--- config.mk ---
export PLATFORM = sky130hd
export DESIGN_NAME = spi_sck_gen_flat
export DESIGN_NICKNAME = d
export VERILOG_FILES = /design/src/rtl/spi_pkg.sv /design/src/rtl/spi_sck_gen_if.sv /design/src/rtl/spi_clk_div.sv /design/src/rtl/spi_sck_gen.sv /design/src/flat_wrapper.sv
export SDC_FILE = /design/constraint.sdc
export NUM_CORES = 1
export LEC_CHECK = 0
export ABC_CLOCK_PERIOD_IN_PS = 2300
export BUFFER_PORTS_ARGS = -buffer_cell sky130_fd_sc_hd__buf_4
export CAP_MARGIN = 20
export CELL_PAD_IN_SITES_DETAIL_PLACEMENT = 1
export CELL_PAD_IN_SITES_GLOBAL_PLACEMENT = 1
export CORE_UTILIZATION = 46
export DETAILED_ROUTE_END_ITERATION = 7
export PLACE_DENSITY_LB_ADDON = 0.08
export RECOVER_POWER = 25
export SLEW_MARGIN = 20
export SYNTH_ARGS = -nofsm -noshare
export SYNTH_HDL_FRONTEND = slang
export SYNTH_SLANG_ARGS = --single-unit
--- constraint.sdc ---
create_clock -name clk -period 2.3 [get_ports clk]
set_input_delay 0.23 -clock clk [delete_from_list [all_inputs] [get_ports clk]]
set_output_delay 0.23 -clock clk [all_outputs]
set_load 0.02 [all_outputs]
--- src/rtl/spi_pkg.sv ---
// Shared definitions for the SPI chip-select / serial-clock generator.
package spi_pkg;

    localparam logic [1:0] MODE_RD     = 2'b00;
    localparam logic [1:0] MODE_WR     = 2'b01;
    localparam logic [1:0] MODE_CMD_RD = 2'b10;

    localparam int MAX_BITS = 64;

    typedef enum logic [1:0] {IDLE, SETUP, SHIFT, HOLD} state_t;

    // Bits clocked in one frame for a given mode and widths.
    function automatic logic [6:0] calc_tot(input logic [1:0] mode,
                                            input logic [5:0] wr,
                                            input logic [5:0] rd);
        logic [6:0] t;
        case (mode)
            MODE_RD:            t = {1'b0, rd};
            MODE_WR:            t = {1'b0, wr};
            MODE_CMD_RD, 2'b11: t = {1'b0, wr} + {1'b0, rd};
            default:            t = '0;
        endcase
        if (t > 7'(MAX_BITS)) t = 7'(MAX_BITS);
        return t;
    endfunction

endpackage

--- src/rtl/spi_sck_gen_if.sv ---
// Request/config inputs and cs/sck outputs of spi_sck_gen.
interface spi_sck_gen_if;
    logic       cs_sck_en;
    logic       cpol;
    logic       cpha;
    logic [1:0] w_r_mode;
    logic [5:0] wr_width;
    logic [5:0] rd_width;
    logic       cs;
    logic       sck;
    logic       busy;
    logic       frame_done;

    modport master (
        input  cs_sck_en, cpol, cpha, w_r_mode, wr_width, rd_width,
        output cs, sck, busy, frame_done
    );

    modport slave (
        output cs_sck_en, cpol, cpha, w_r_mode, wr_width, rd_width,
        input  cs, sck, busy, frame_done
    );
endinterface

--- src/rtl/spi_clk_div.sv ---
// Half-period tick generator: tick on every CLK_DIV-th enabled cycle.
module spi_clk_div #(
    parameter int CLK_DIV = 4
) (
    input  logic clk,
    input  logic rst_n,
    input  logic clr,
    input  logic en,
    output logic tick
);
    localparam int DW = (CLK_DIV > 1) ? $clog2(CLK_DIV) : 1;

    logic [DW-1:0] cnt;

    assign tick = en && (cnt == DW'(CLK_DIV - 1));

    always_ff @(posedge clk or negedge rst_n) begin
        if (!rst_n)   cnt <= '0;
        else if (clr) cnt <= '0;
        else if (en)  cnt <= tick ? '0 : cnt + 1'b1;
    end
endmodule

--- src/rtl/spi_sck_gen.sv ---
// SPI master cs/sck framing: setup, 2*tot sck half-periods, hold, then idle gap.
module spi_sck_gen
    import spi_pkg::*;
#(
    parameter int CLK_DIV  = 4,
    parameter int CS_SETUP = 2,
    parameter int CS_HOLD  = 2,
    parameter int CS_IDLE  = 2
) (
    input  logic           clk,
    input  logic           rst_n,
    spi_sck_gen_if.master  bus
);
    localparam int GW = $clog2(CS_IDLE + 1);

    state_t        state;
    logic          cs_q, sck_q, busy_q, done_q;
    logic          cpol_q;
    logic [6:0]    tot_q;
    logic [7:0]    edge_cnt;
    logic [15:0]   cnt;
    logic [GW-1:0] gap, gap_inc;
    logic [6:0]    tot_in;
    logic          tick;

    assign bus.cs         = cs_q;
    assign bus.sck        = sck_q;
    assign bus.busy       = busy_q;
    assign bus.frame_done = done_q;

    assign tot_in = calc_tot(bus.w_r_mode, bus.wr_width, bus.rd_width);

    // Start compares the incremented count so the cs-high gap is exactly CS_IDLE cycles.
    assign gap_inc = (gap == GW'(CS_IDLE)) ? gap : gap + 1'b1;

    spi_clk_div #(.CLK_DIV(CLK_DIV)) u_div (
        .clk   (clk),
        .rst_n (rst_n),
        .clr   (state != SHIFT),
        .en    (state == SHIFT),
        .tick  (tick)
    );

    always_ff @(posedge clk or negedge rst_n) begin
        if (!rst_n) begin
            state    <= IDLE;
            cs_q     <= 1'b1;
            sck_q    <= 1'b0;
            busy_q   <= 1'b0;
            done_q   <= 1'b0;
            gap      <= GW'(CS_IDLE);
            cpol_q   <= 1'b0;
            tot_q    <= '0;
            edge_cnt <= '0;
            cnt      <= '0;
        end else begin
            done_q <= 1'b0;
            case (state)
                IDLE: begin
                    sck_q    <= bus.cpol;
                    cs_q     <= 1'b1;
                    busy_q   <= 1'b0;
                    gap      <= gap_inc;
                    cnt      <= '0;
                    edge_cnt <= '0;
                    if (bus.cs_sck_en && gap_inc == GW'(CS_IDLE)) begin
                        cpol_q <= bus.cpol;
                        tot_q  <= tot_in;
                        busy_q <= 1'b1;
                        if (tot_in == '0) begin
                            done_q <= 1'b1;
                            gap    <= '0;
                        end else begin
                            state <= SETUP;
                            cs_q  <= 1'b0;
                        end
                    end
                end
                SETUP: begin
                    sck_q <= cpol_q;
                    cnt   <= cnt + 16'd1;
                    if (cnt == 16'(CS_SETUP - 1)) begin
                        state <= SHIFT;
                        cnt   <= '0;
                    end
                end
                SHIFT: begin
                    if (tick) begin
                        sck_q    <= ~sck_q;
                        edge_cnt <= edge_cnt + 8'd1;
                        if (edge_cnt == {tot_q, 1'b0} - 8'd1) state <= HOLD;
                    end
                end
                HOLD: begin
                    cnt <= cnt + 16'd1;
                    if (cnt == 16'(CS_HOLD - 1)) begin
                        cs_q   <= 1'b1;
                        done_q <= 1'b1;
                        state  <= IDLE;
                        gap    <= '0;
                    end
                end
                default: state <= IDLE;
            endcase
        end
    end
endmodule

--- src/flat_wrapper.sv ---
// flat-port wrapper written by rule: the top's interface ports become plain ports
module spi_sck_gen_flat import spi_pkg::*;
#(
    parameter int CLK_DIV  = 4,
    parameter int CS_SETUP = 2,
    parameter int CS_HOLD  = 2,
    parameter int CS_IDLE  = 2
)
  (clk, rst_n, bus_cs_sck_en, bus_cpol, bus_cpha, bus_w_r_mode, bus_wr_width, bus_rd_width, bus_cs, bus_sck, bus_busy, bus_frame_done);
  spi_sck_gen_if bus_i ();
  input  logic clk;
  input  logic rst_n;
  input wire logic [$bits(bus_i.cs_sck_en)-1:0] bus_cs_sck_en;
  input wire logic [$bits(bus_i.cpol)-1:0] bus_cpol;
  input wire logic [$bits(bus_i.cpha)-1:0] bus_cpha;
  input wire logic [$bits(bus_i.w_r_mode)-1:0] bus_w_r_mode;
  input wire logic [$bits(bus_i.wr_width)-1:0] bus_wr_width;
  input wire logic [$bits(bus_i.rd_width)-1:0] bus_rd_width;
  output wire logic [$bits(bus_i.cs)-1:0] bus_cs;
  output wire logic [$bits(bus_i.sck)-1:0] bus_sck;
  output wire logic [$bits(bus_i.busy)-1:0] bus_busy;
  output wire logic [$bits(bus_i.frame_done)-1:0] bus_frame_done;
  assign bus_i.cs_sck_en = bus_cs_sck_en;
  assign bus_i.cpol = bus_cpol;
  assign bus_i.cpha = bus_cpha;
  assign bus_i.w_r_mode = bus_w_r_mode;
  assign bus_i.wr_width = bus_wr_width;
  assign bus_i.rd_width = bus_rd_width;
  assign bus_cs = bus_i.cs;
  assign bus_sck = bus_i.sck;
  assign bus_busy = bus_i.busy;
  assign bus_frame_done = bus_i.frame_done;
  spi_sck_gen #(.CLK_DIV(CLK_DIV), .CS_SETUP(CS_SETUP), .CS_HOLD(CS_HOLD), .CS_IDLE(CS_IDLE)) u_core (.clk(clk), .rst_n(rst_n), .bus(bus_i));
endmodule
# Word level (Yosys, flattened, before mapping)
# Index checks and enable logic that the tools add are counted.
# totals
output_inout_bits	4
register_bits	42
inputBits	19
wordCells	83
# classes
n_bitwise	1
add_sub_neg	6
n_eq_ne	18
reduce_logical	16
magnitude_cmp	1
n_mux	30
# ops
cell	count
$pmux W16 S3	1
$mux W2	12
$pmux W7 S3	1
$add A16 B1 Y16 const B	1
$eq A16 B1 Y1 const B	1
$mux W16	1
$pmux W8 S2	1
$eq A2 B2 Y1 const B	7
$ne A2 B1 Y1 const B	5
$add A8 B1 Y8 const B	1
$eq A8 B8 Y1	1
$mux W8	1
$pmux W2 S4	1
$reduce_and A2 Y1	4
$sub A8 B1 Y8 const B	1
$add A6 B6 Y7	1
$gt A7 B7 Y1 const B	1
$logic_not A7 Y1	1
$mux W1	7
$mux W7	1
$reduce_and A6 Y1	1
$reduce_bool A2 Y1	3
$reduce_bool A3 Y1	2
$add A2 B1 Y2 const B	2
9 further kinds	14

# Longest topological paths before layout
# Gate-level depths: netlist of the first run.
# logic_depth
ltp_word	9
depth_mapped	9
depth_no_buf	9

# Cells and area by module
# Synthesis of the first run repeated with hierarchy kept, for this count alone.
# hier_totals
hier_cells	295
area_unflattened_um2	2791.4
# modules_own_cells
mod	area_per_inst_um2	cells_each	instances
spi_sck_gen	2685.1	286	1
spi_clk_div	106.4	9	1

# Worst setup path before layout of the first run
# No wires, ideal clock.
# synth_path
path_type	input to register
startpoint	input bus_rd_width[0]
endpoint	register u_core.state[1]
setup_time_ps	125
n_path_buf	0
arrival_time_ps	2339
path_stages	9
path_slack_ps	-165
path_cell_list	ha_1 fa_1 a21oi_1 o211ai_1 o211a_1 nand2b_1 nor4_2 a221o_2 mux2_4
# synth_between
elab_chain_len	7
# synth_rtl
item	line_no	source
start: declaration	flat_wrapper.sv:18	input wire logic [$bits(bus_i.rd_width)-1:0] bus_rd_width;
$add A6 B6 Y7	spi_pkg.sv:20	MODE_CMD_RD, 2'b11: t = {1'b0, wr} + {1'b0, rd};
$pmux W7 S3 (*)	spi_pkg.sv:17	case (mode)
$gt A7 B7 Y1	spi_pkg.sv:23	if (t > 7'(MAX_BITS)) t = 7'(MAX_BITS);
$mux W7 (*)	spi_pkg.sv:23	
$logic_not A7 Y1 (*)	spi_sck_gen.sv:70	if (tot_in == '0) begin
$ne A2 B2 Y1 (no line) (*)	n/a	
$reduce_and A6 Y1 (no line) (*)	n/a	
end signal: assignment	spi_sck_gen.sv:74	state <= SETUP;
end signal: assignment	spi_sck_gen.sv:83	state <= SHIFT;
end signal: assignment	spi_sck_gen.sv:91	if (edge_cnt == {tot_q, 1'b0} - 8'd1) state <= HOLD;
end: declaration	spi_sck_gen.sv:16	state_t state;
# Every way passes the cells marked *; elsewhere a longest branch is shown, timed or not.
# A chain may end at the register's enable or synchronous reset.

# Final worst setup path of the first run
# Same ends and word-level chain as after synthesis.

==> results.ini, run 1 <==
[critical_path]
required_ps = 2480
cpMaxStageDelayCell = fa_2
slowest_delay_ps = 380
crit_chain = buf_4, ha_4, fa_2, a21oi_2, o211ai_1, o211a_1, nand2b_4, nor4_4, a221o_2, mux2_4
critPathArrivalTime_ps = 2340
start_kind = input port
cp_num_buf_inv = 1
crit_family = compound AO/OA/AOI/OAI gates
critPathCaptureType = flip-flop
path_class = in -> reg
crit_fanout = 3

[run_status]
outcome = complete, no violations

[clock_network]
root_buffer = clkbuf_8
cts_tree = yes
clkTransAtPathRegs_ps = 80
numClockSinks = 42
cts_buffers = 5
clkLatencyLatePin_ps = 300
htree_levels = 2
cts_buffer_depth = 2

[detailed_routing]
via_per_inst = 5.631
dr.pass1.iters = 4
remaining_drc_errors = 0
wire_per_inst_um = 16.40
first_iter_violations = 79
finalWirelength_um = 6627
drtAntennaViolNets = 0
route.vias.total = 2275

[cells_and_area]
final_nets = 369
area_growth_pct = 21.10
drive_gt1_share_pct = 22.59
final_cell_mix = buf_4, dfrtp_1, nor2_1
final_common_cell = buf_4
final_util_pct = 58.77
diodes = 0

[yosys]
seq_area_frac_synth_pct = 38.71
ys.warnings.count = 0
synth.net_count = 325
syn_area_um2 = 2721
syn_avg_cell_area_um2 = 9.482
syn_inst = 287
async_reset_ff_share_pct = 100.0
synth_edf_count = 0
yosys.area.top_type_share_pct = 36.78
ys_seq_elements = 42
ys_top_cells_by_area = dfrtp_1, ha_1, xor2_1
yosys.area.top_type = dfrtp_1
synthDistinctLibCells = 50
synth_ff_type = dfrtp_1

[sta]
period_share_pct = 93.64
fin_crit_ps = 2154
fmax_mhz = 464.3
finalSetupViolations = 0
rsz0062_at_grt = false
worstMarginPinSlew_ps = 1066
fin_skew_ps = 9.213
maxSlewHeadroom_pct = 28.91
report.final.hold_viol_count = 0
slew_viol_final = 0
fin_setup_tns_ps = 0

[placement]
io_buffers = 21
place.gp.congestion = 0.7623
hpwl_um = 5042

[floorplan]
floorplan.core_area_um2 = 5608
fp.dieH_um = 78.92
initial_utilization_pct = 48.53
pin_count = 23
dieArea_um2 = 6228
die_w_um = 78.92
std_cell_rows = 27

[power]
switchingPower_uw = 353.0
pwr-share-seq_pct = 48.2
leakagePower_uw = 0.001591
power_per_cell_area_nw_per_um2 = 464.7
power_uw = 1531
comb_power_share_pct = 11.7
power_frac_clock_pct = 40.0
switching_share_pct = 23.05
vdd_drop_max_mv = 0.2282
p_int_uw = 1178

[worst_hold_path]
hp-class = in -> reg

[grt]
grt.total_usage_pct = 23.64
grt-ovfl-total = 0
antenna_found_initial = 0
grt_pass1_vias = 2454
grt_max_degree = 43
grt_pass1_wl_um = 11490

[flow_run]
cap_viol_max_count = 0

-- layout make-up --
| type | instances | area (um^2) |
|---|---|---|
| repair buffers | 47 | 352.8 |
| multi-input cells | 222 | 1634 |
| clock inverters | 1 | 30.03 |
| well taps | 72 | 90.09 |
| flip-flops and latches | 42 | 1054 |
| inverters | 13 | 48.80 |
| clock buffers | 7 | 86.33 |
| fillers | 651 | 2312 |
-- per-layer routing --
metal	vias to the layer above	GRT usage (%)	part of all wire [%]	wire (um)
met4	0	7.636	1.2	80
met5	-	0	0	0
met1	1120	29.31	45	2996
met3	7	3.563	2.0	135
li1	1116	-	-	-
met2	32	41.91	52	3414
-- registers in the layout (all words and copies together) (netlist names), 2 cells and up --
register          cells
u_core.state          2
u_core.edge_cnt       8
u_core.u_div.cnt      2
u_core.cnt           16
u_core.tot_q          7
u_core.gap            2
-- power groups by stage --
stage          combinational [uW]  clock (uW)  sequential [uW]
2_1_floorplan                98.4           0              753
3_3_place_gp                  176           0              753
4_1_cts                       183         632              739
6_report                      180         613              738
5_1_grt                       200         651              739
3_5_place_dp                  180           0              753
-- synthesized netlist by cell type (2+ instances only) --
cell,number
clkbuf_1,7
a22oi_1,2
a211oi_1,4
nor4_1,2
nor2b_1,4
a21o_1,3
nor3b_1,3
a21oi_1,13
nand3_1,18
xnor2_1,7
nand4_1,6
inv_1,13
nand2b_1,7
nor2_1,26
xor2_1,18
nor3_1,5
mux2_2,4
dfrtp_1,40
dfstp_2,2
o211ai_1,4
mux2i_1,8
nand2_1,18
and3_1,3
buf_2,3
nor4b_1,2
o31ai_1,8
o21ai_0,11
a22o_1,7
ha_1,18
-- what timing repair did --
| item | in CTS | in global routing |
|---|---|---|
| hold buffers | 1 | 0 |
| endpoints found under the setup margin | 1 | 2 |
| resized for setup | 1 | 2 |
| pin swaps | 0 | 1 |
| buffers inserted | 0 | 3 |
| endpoints found under the hold margin | 40 | 0 |
-- through the flow --
stage	hold slack [ps]	worst slack [ps]	instances	instance area (um^2)
after floorplan	-65.59	-13.69	287	2756
after global placement	247.2	-146.4	392	3128
after detailed placement	254.3	-175.1	392	3128
after CTS	169.5	78.83	401	3261
after global routing	178.6	28.94	404	3296
final	182.3	146.2	404	3296
-- logic make-up after synthesis --
family,Yosys count,share of synthesized area (%)
xor+xnor,25,8.046
compound gates,60,15.13
fa+ha+maj,19,9.012
simple gates,104,19.82
flops,42,38.71
buf+inv,23,3.310
mux,14,5.977
-- final timing paths --
path	from	endpoint	slack, ps	depth (start not counted)
max	bus_rd_width[0]	u_core.state[1]	150	10
min	bus_cpol	u_core.cpol_q	180	2
max reg2reg	u_core.tot_q[0]	u_core.state[1]	170	8
min reg2reg	u_core.u_div.cnt[0]	u_core.u_div.cnt[0]	450	1
max in group asynchronous	rst_n	u_core.bus.frame_done	990	2
min in group asynchronous	rst_n	u_core.cnt[2]	640	2
Power figures use the tool's default switching activity.
==> inputs of run 2 (changes only) <==
--- a/config.mk
+++ b/config.mk
@@ -10,11 +10,11 @@
 export CAP_MARGIN = 20
 export CELL_PAD_IN_SITES_DETAIL_PLACEMENT = 1
 export CELL_PAD_IN_SITES_GLOBAL_PLACEMENT = 1
-export CORE_UTILIZATION = 46
+export CORE_MARGIN = 4
+export CORE_UTILIZATION = 30
 export DETAILED_ROUTE_END_ITERATION = 7
 export PLACE_DENSITY_LB_ADDON = 0.08
 export RECOVER_POWER = 25
-export SLEW_MARGIN = 20
 export SYNTH_ARGS = -nofsm -noshare
 export SYNTH_HDL_FRONTEND = slang
 export SYNTH_SLANG_ARGS = --single-unit
==> run 2 against run 1 <==
First-iteration DRC count decreased by 48%; largest power group unchanged; sequential power hardly changed; hold slack improved by 8.1 ps; design area rose by 1.1%; routed wire length fell by 2.8%; maximum frequency grew 1.3%; critical path type unchanged.
==> results.ini, run 2 (synthesis results as in run 1) <==
[run_status]
outcome = complete, no violations

[critical_path]
startpoint = bus_rd_width[0]
crit_path_end = u_core.state[1]
critPathArrivalTime_ps = 2320
crit_fanout = 3
critPathCaptureType = flip-flop
path_class = in -> reg
required_ps = 2490
r2r-end = u_core.state[1]
worstReg2RegStart = u_core.tot_q[0]
ff2ff_path_depth = 8
rrSetupSlack_ps = 220
start_kind = input port

[sta]
fin_skew_ps = 14.30
worstMarginPinSlew_ps = 1074
fin_crit_ps = 2127
fmax_mhz = 470.2
finalSetupViolations = 0
period_share_pct = 92.47
report.final.hold_viol_count = 0
rsz0062_at_grt = false
maxSlewHeadroom_pct = 28.39
slew_viol_final = 0

[grt]
grt-ovfl-total = 0
grt_pass1_wl_um = 11140
grt_max_degree = 43
antenna_found_initial = 0
grt.total_usage_pct = 13.20
grt_pass1_vias = 2299

[power]
comb_power_share_pct = 11.8
switching_share_pct = 23.19
leakagePower_uw = 0.001571
vdd_drop_max_mv = 0.1963
p_int_uw = 1182
switchingPower_uw = 356.7
power_frac_clock_pct = 40.2
pwr-share-seq_pct = 48.0
power_per_cell_area_nw_per_um2 = 461.6

[detailed_routing]
finalWirelength_um = 6440
remaining_drc_errors = 0
wire_per_inst_um = 14.60
first_iter_violations = 41
via_per_inst = 5.034
route.vias.total = 2220
dr.pass1.iters = 4
drtAntennaViolNets = 0

[cells_and_area]
top_register = u_core.cnt
final_cell_mix = buf_4, dfrtp_1, nor2_1
reg_top3 = u_core.cnt (16), u_core.edge_cnt (8), u_core.tot_q (7)
area_growth_pct = 22.48
final_nets = 370
drive_gt1_share_pct = 22.52
final_cell_area_um2 = 3333
final_common_cell = buf_4
largest_register_ffs = 16
diodes = 0
final_util_pct = 38.04

[clock_network]
cts_tree = yes
numClockSinks = 42
clkTransAtPathRegs_ps = 90
htree_levels = 2
clkLatencyLatePin_ps = 300
root_buffer = clkbuf_8
cts_buffers = 5
cts_buffer_depth = 2
post_cts_buffers = 0

[flow_run]
cap_viol_max_count = 0

[floorplan]
floorplan.core_area_um2 = 8763
dieArea_um2 = 10660
die_w_um = 103.2
std_cell_rows = 34
fp.dieH_um = 103.2
pin_count = 23
initial_utilization_pct = 31.05

[worst_hold_path]
whs_path_depth = 2
hp-class = in -> reg

[placement]
io_buffers = 21
place.gp.congestion = 0.7548
hpwl_um = 4966
place_area_um2 = 3203

## run 2: how the worst min path moves through the flow
stage              from            endpoint
6_report       bus_cpol       u_core.cpol_q
5_1_grt        bus_cpol       u_core.cpol_q
4_1_cts        bus_cpol       u_core.cpol_q
3_5_place_dp      rst_n  u_core.edge_cnt[4]
3_3_place_gp      rst_n  u_core.edge_cnt[4]
2_1_floorplan     rst_n     u_core.bus.busy
## run 2: cell type report
class	count	area, um^2
Clock buffer	7	86.33
Clock inverter	1	30.03
Fill cell	1013	5430
Inverter	13	48.80
Multi-Input combinational cell	222	1619
Sequential cell	42	1054
Tap cell	108	135.1
Timing Repair Buffer	48	360.3
## run 2: through the flow
step	std cells	setup slack, ps	setup TNS, ps	total power [uW]	hold slack, ps
2_1_floorplan	287	-13.69	-13.69	851.7	-65.59
3_3_place_gp	432	-147.0	-237.5	937.4	269.4
3_5_place_dp	432	-172.9	-317.3	940.0	267.4
4_1_cts	441	117.5	0	1574	177.3
5_1_grt	441	19.79	0	1622	179.5
6_report	441	173.1	0	1539	190.5
## run 2: power by group through the flow
stage	registers [uW]	clock network, uW	logic (uW)
finish	739	618	182
global route	739	678	205
CTS	738	647	189
detailed placement	753	0	187
global placement	753	0	184
floorplan	753	0	98.4
## run 2: worst max-delay path, cell delays in order
cell,delay [ps]
buf_4,120
ha_4,160
fa_2,380
a21oi_2,200
o211ai_1,120
o211a_1,140
nand2b_4,150
nor4_4,300
a221o_2,220
mux2_4,290
## run 2: routing by layer
layer / track usage [%] / up-vias / wire length, um
met5: 0 / - / 0
met4: 3.884 / 0 / 90
met3: 2.414 / 7 / 170
met2: 20.03 / 28 / 2813
met1: 19.16 / 1063 / 3366
li1: - / 1122 / -
## run 2: repair_timing
item	in CTS	in global routing
gates resized for setup	0	1
setup endpoints to repair	0	2
hold endpoints to repair	40	0
hold buffers	1	0
==> inputs of run 3 (changes only) <==
--- a/config.mk
+++ b/config.mk
@@ -5,6 +5,7 @@
 export SDC_FILE = /design/constraint.sdc
 export NUM_CORES = 1
 export LEC_CHECK = 0
+export ABC_AREA = 1
 export ABC_CLOCK_PERIOD_IN_PS = 2300
 export BUFFER_PORTS_ARGS = -buffer_cell sky130_fd_sc_hd__buf_4
 export CAP_MARGIN = 20
==> run 3 against run 2 <==
Clock skew shrank 8.1 ps; first-iteration DRC count grew 29%; power grew 99%; routed wire length grew 10%; global-route usage grew 0.28 points; die area grew 6.1%; final cell count grew 23%; sequential power grew 39%; hold slack lost 30 ps; sequential share of layout area is essentially flat; register-to-register slack gained 60 ps; critical path type is now reg -> reg; largest cell class unchanged; largest power group is now combinational cells.
==> results.ini, run 3 <==
[run_status]
outcome = complete, no violations

[power]
p_int_uw = 1729
vdd_drop_max_mv = 0.3293
switching_share_pct = 43.53
comb_power_share_pct = 46.9
switchingPower_uw = 1332
pwr-share-seq_pct = 33.8
power_per_cell_area_nw_per_um2 = 919.1
power_frac_clock_pct = 19.4
leakagePower_uw = 0.001674

[placement]
place_ws_ps = 224.8
io_buffers = 21
hpwl_um = 5659
place.gp.congestion = 0.7766

[grt]
grt.total_usage_pct = 13.48
use_met3_pct = 2.368
grt_pass1_wl_um = 12530
use_met1_pct = 19.47
grt.busiest_layer = met2
grt-ovfl-total = 0
grt_max_degree = 43
grt_pass1_vias = 2665
antenna_found_initial = 0
use_met2_pct = 21.09

[sta]
fmax_mhz = 494.5
report.final.hold_viol_count = 0
finalSetupViolations = 0
fin_ws_ps = 277.9
fin_crit_ps = 2022
fin_setup_tns_ps = 0
period_share_pct = 87.92
maxSlewHeadroom_pct = 26.02
slew_viol_final = 0
rsz0062_at_grt = false
fin_skew_ps = 6.184
whs_ps = 160.1
worstMarginPinSlew_ps = 1110

[cells_and_area]
diodes = 0
final_nets = 452
drive_gt1_share_pct = 15.18
largest_register_ffs = 16
final_cell_mix = nand2_1, inv_1, dfrtp_1
num-fill-cells = 1171
top_register = u_core.cnt
final_common_cell = nand2_1
reg_top3 = u_core.cnt (16), u_core.edge_cnt (8), u_core.tot_q (7)
area_growth_pct = 14.79

[yosys]
syn_area_um2 = 2902
ys_top_cells_by_count = nand2_1, inv_1, dfrtp_1
yosysMostFrequentCell = nand2_1
synth_edf_count = 0
synth.net_count = 423
seq_area_frac_synth_pct = 36.31
ys_top_cells_by_area = dfrtp_1, nand2_1, ha_1
syn_avg_cell_area_um2 = 7.536
yosys.area.top_type_share_pct = 34.50
ys_seq_elements = 42
ys.warnings.count = 0
synthDistinctLibCells = 40
async_reset_ff_share_pct = 100.0
yosys.area.top_type = dfrtp_1
synth_ff_type = dfrtp_1
syn_inst = 385

[floorplan]
initial_utilization_pct = 31.11
dieArea_um2 = 11310
floorplan.core_area_um2 = 9328
pin_count = 23
fp.dieH_um = 106.3
std_cell_rows = 35
die_w_um = 106.3

[worst_hold_path]
hp-class = in -> reg

[clock_network]
clkLatencyLatePin_ps = 290
cts_resized = 0
root_buffer = clkbuf_8
cts_buffers = 5
numClockSinks = 42
cts_tree = yes
htree_levels = 2
cts_buffer_depth = 2
clkTransAtPathRegs_ps = 80
post_cts_buffers = 0

[detailed_routing]
remaining_drc_errors = 0
first_iter_violations = 53
dr.pass1.iters = 4
wire_per_inst_um = 13.04
finalWirelength_um = 7096
drtAntennaViolNets = 0
route.vias.total = 2515
via_per_inst = 4.623

[critical_path]
required_ps = 2540
path_class = reg -> reg
start_kind = flip-flop
critPathCaptureType = flip-flop
critPathArrivalTime_ps = 2260
crit_fanout = 7

[flow_run]
cap_viol_max_count = 0

## run 3: worst max-delay path, stage by stage (launching register included)
cell     delay [ps]
dfrtp_1         440
inv_1           110
ha_1            330
inv_1           160
nor2_2           80
nor2_4          100
inv_2            80
nor3_4          170
nand2_2          70
nor2_2          100
nand2_1          80
a21oi_1         130
o21a_1          130
## run 3: layout make-up
class | count | area (um^2) | area share (%)
Clock buffer | 7 | 76.32 | 2.292
Clock inverter | 1 | 30.03 | 0.9016
Inverter | 59 | 221.5 | 6.649
Multi-Input combinational cell | 282 | 1608 | 48.27
Sequential cell | 42 | 1054 | 31.63
Tap cell | 129 | 161.4 | 4.846
Timing Repair Buffer | 24 | 180.2 | 5.409
## run 3: path summary, 6_finish.rpt
check / to / cells after the start / start / slack (ps)
max: u_core.edge_cnt[6] / 12 / u_core.state[0] / 280
max in group asynchronous: u_core.cnt[3] / 2 / rst_n / 940
max reg2reg: u_core.edge_cnt[6] / 12 / u_core.state[0] / 280
min: u_core.cpol_q / 3 / bus_cpol / 160
min in group asynchronous: u_core.edge_cnt[4] / 2 / rst_n / 670
min reg2reg: u_core.u_div.cnt[0] / 1 / u_core.u_div.cnt[0] / 450
## run 3: kinds of logic (layout without fill, tap and decap cells)
family          Yosys count  count (layout)  synth area share [%]
buf+inv                  61              91                 8.279
xor+xnor                 11              11                 3.320
compound gates           48              48                 9.142
flops                    42              42                 36.31
mux                       1               1                0.3450
simple gates            203             203                 34.15
fa+ha+maj                19              19                 8.452
## run 3: power groups by stage
stage	Clock [uW]	Combinational [uW]	Sequential [uW]
2_1_floorplan	0	1030	1040
3_3_place_gp	0	1420	1050
3_5_place_dp	0	1450	1050
4_1_cts	624	1460	1040
5_1_grt	653	1660	1060
6_report	593	1430	1030
## run 3: stage by stage
stage / std cells / util (%) / power, uW / instance area (um^2)
after detailed placement: 535 / 34.49 / 2501 / 3217
after CTS: 544 / 35.73 / 3120 / 3333
after global routing: 544 / 35.71 / 3377 / 3331
after floorplan: 385 / - / 2075 / 2902
after global placement: 535 / 34.49 / 2471 / 3217
final: 544 / 35.71 / 3061 / 3331
## run 3: timing repair
| item | 4_1_cts | 5_1_grt |
|---|---|---|
| hold buffers | 1 | 0 |
| endpoints found under the hold margin | 40 | 0 |
| endpoints found under the setup margin | 0 | 0 |
## run 3: metal layers
| metal | vias to the layer above | wire [um] |
|---|---|---|
| met5 | - | 0 |
| met4 | 0 | 60 |
| met3 | 7 | 177 |
| met2 | 23 | 2995 |
| met1 | 1180 | 3862 |
| li1 | 1305 | - |
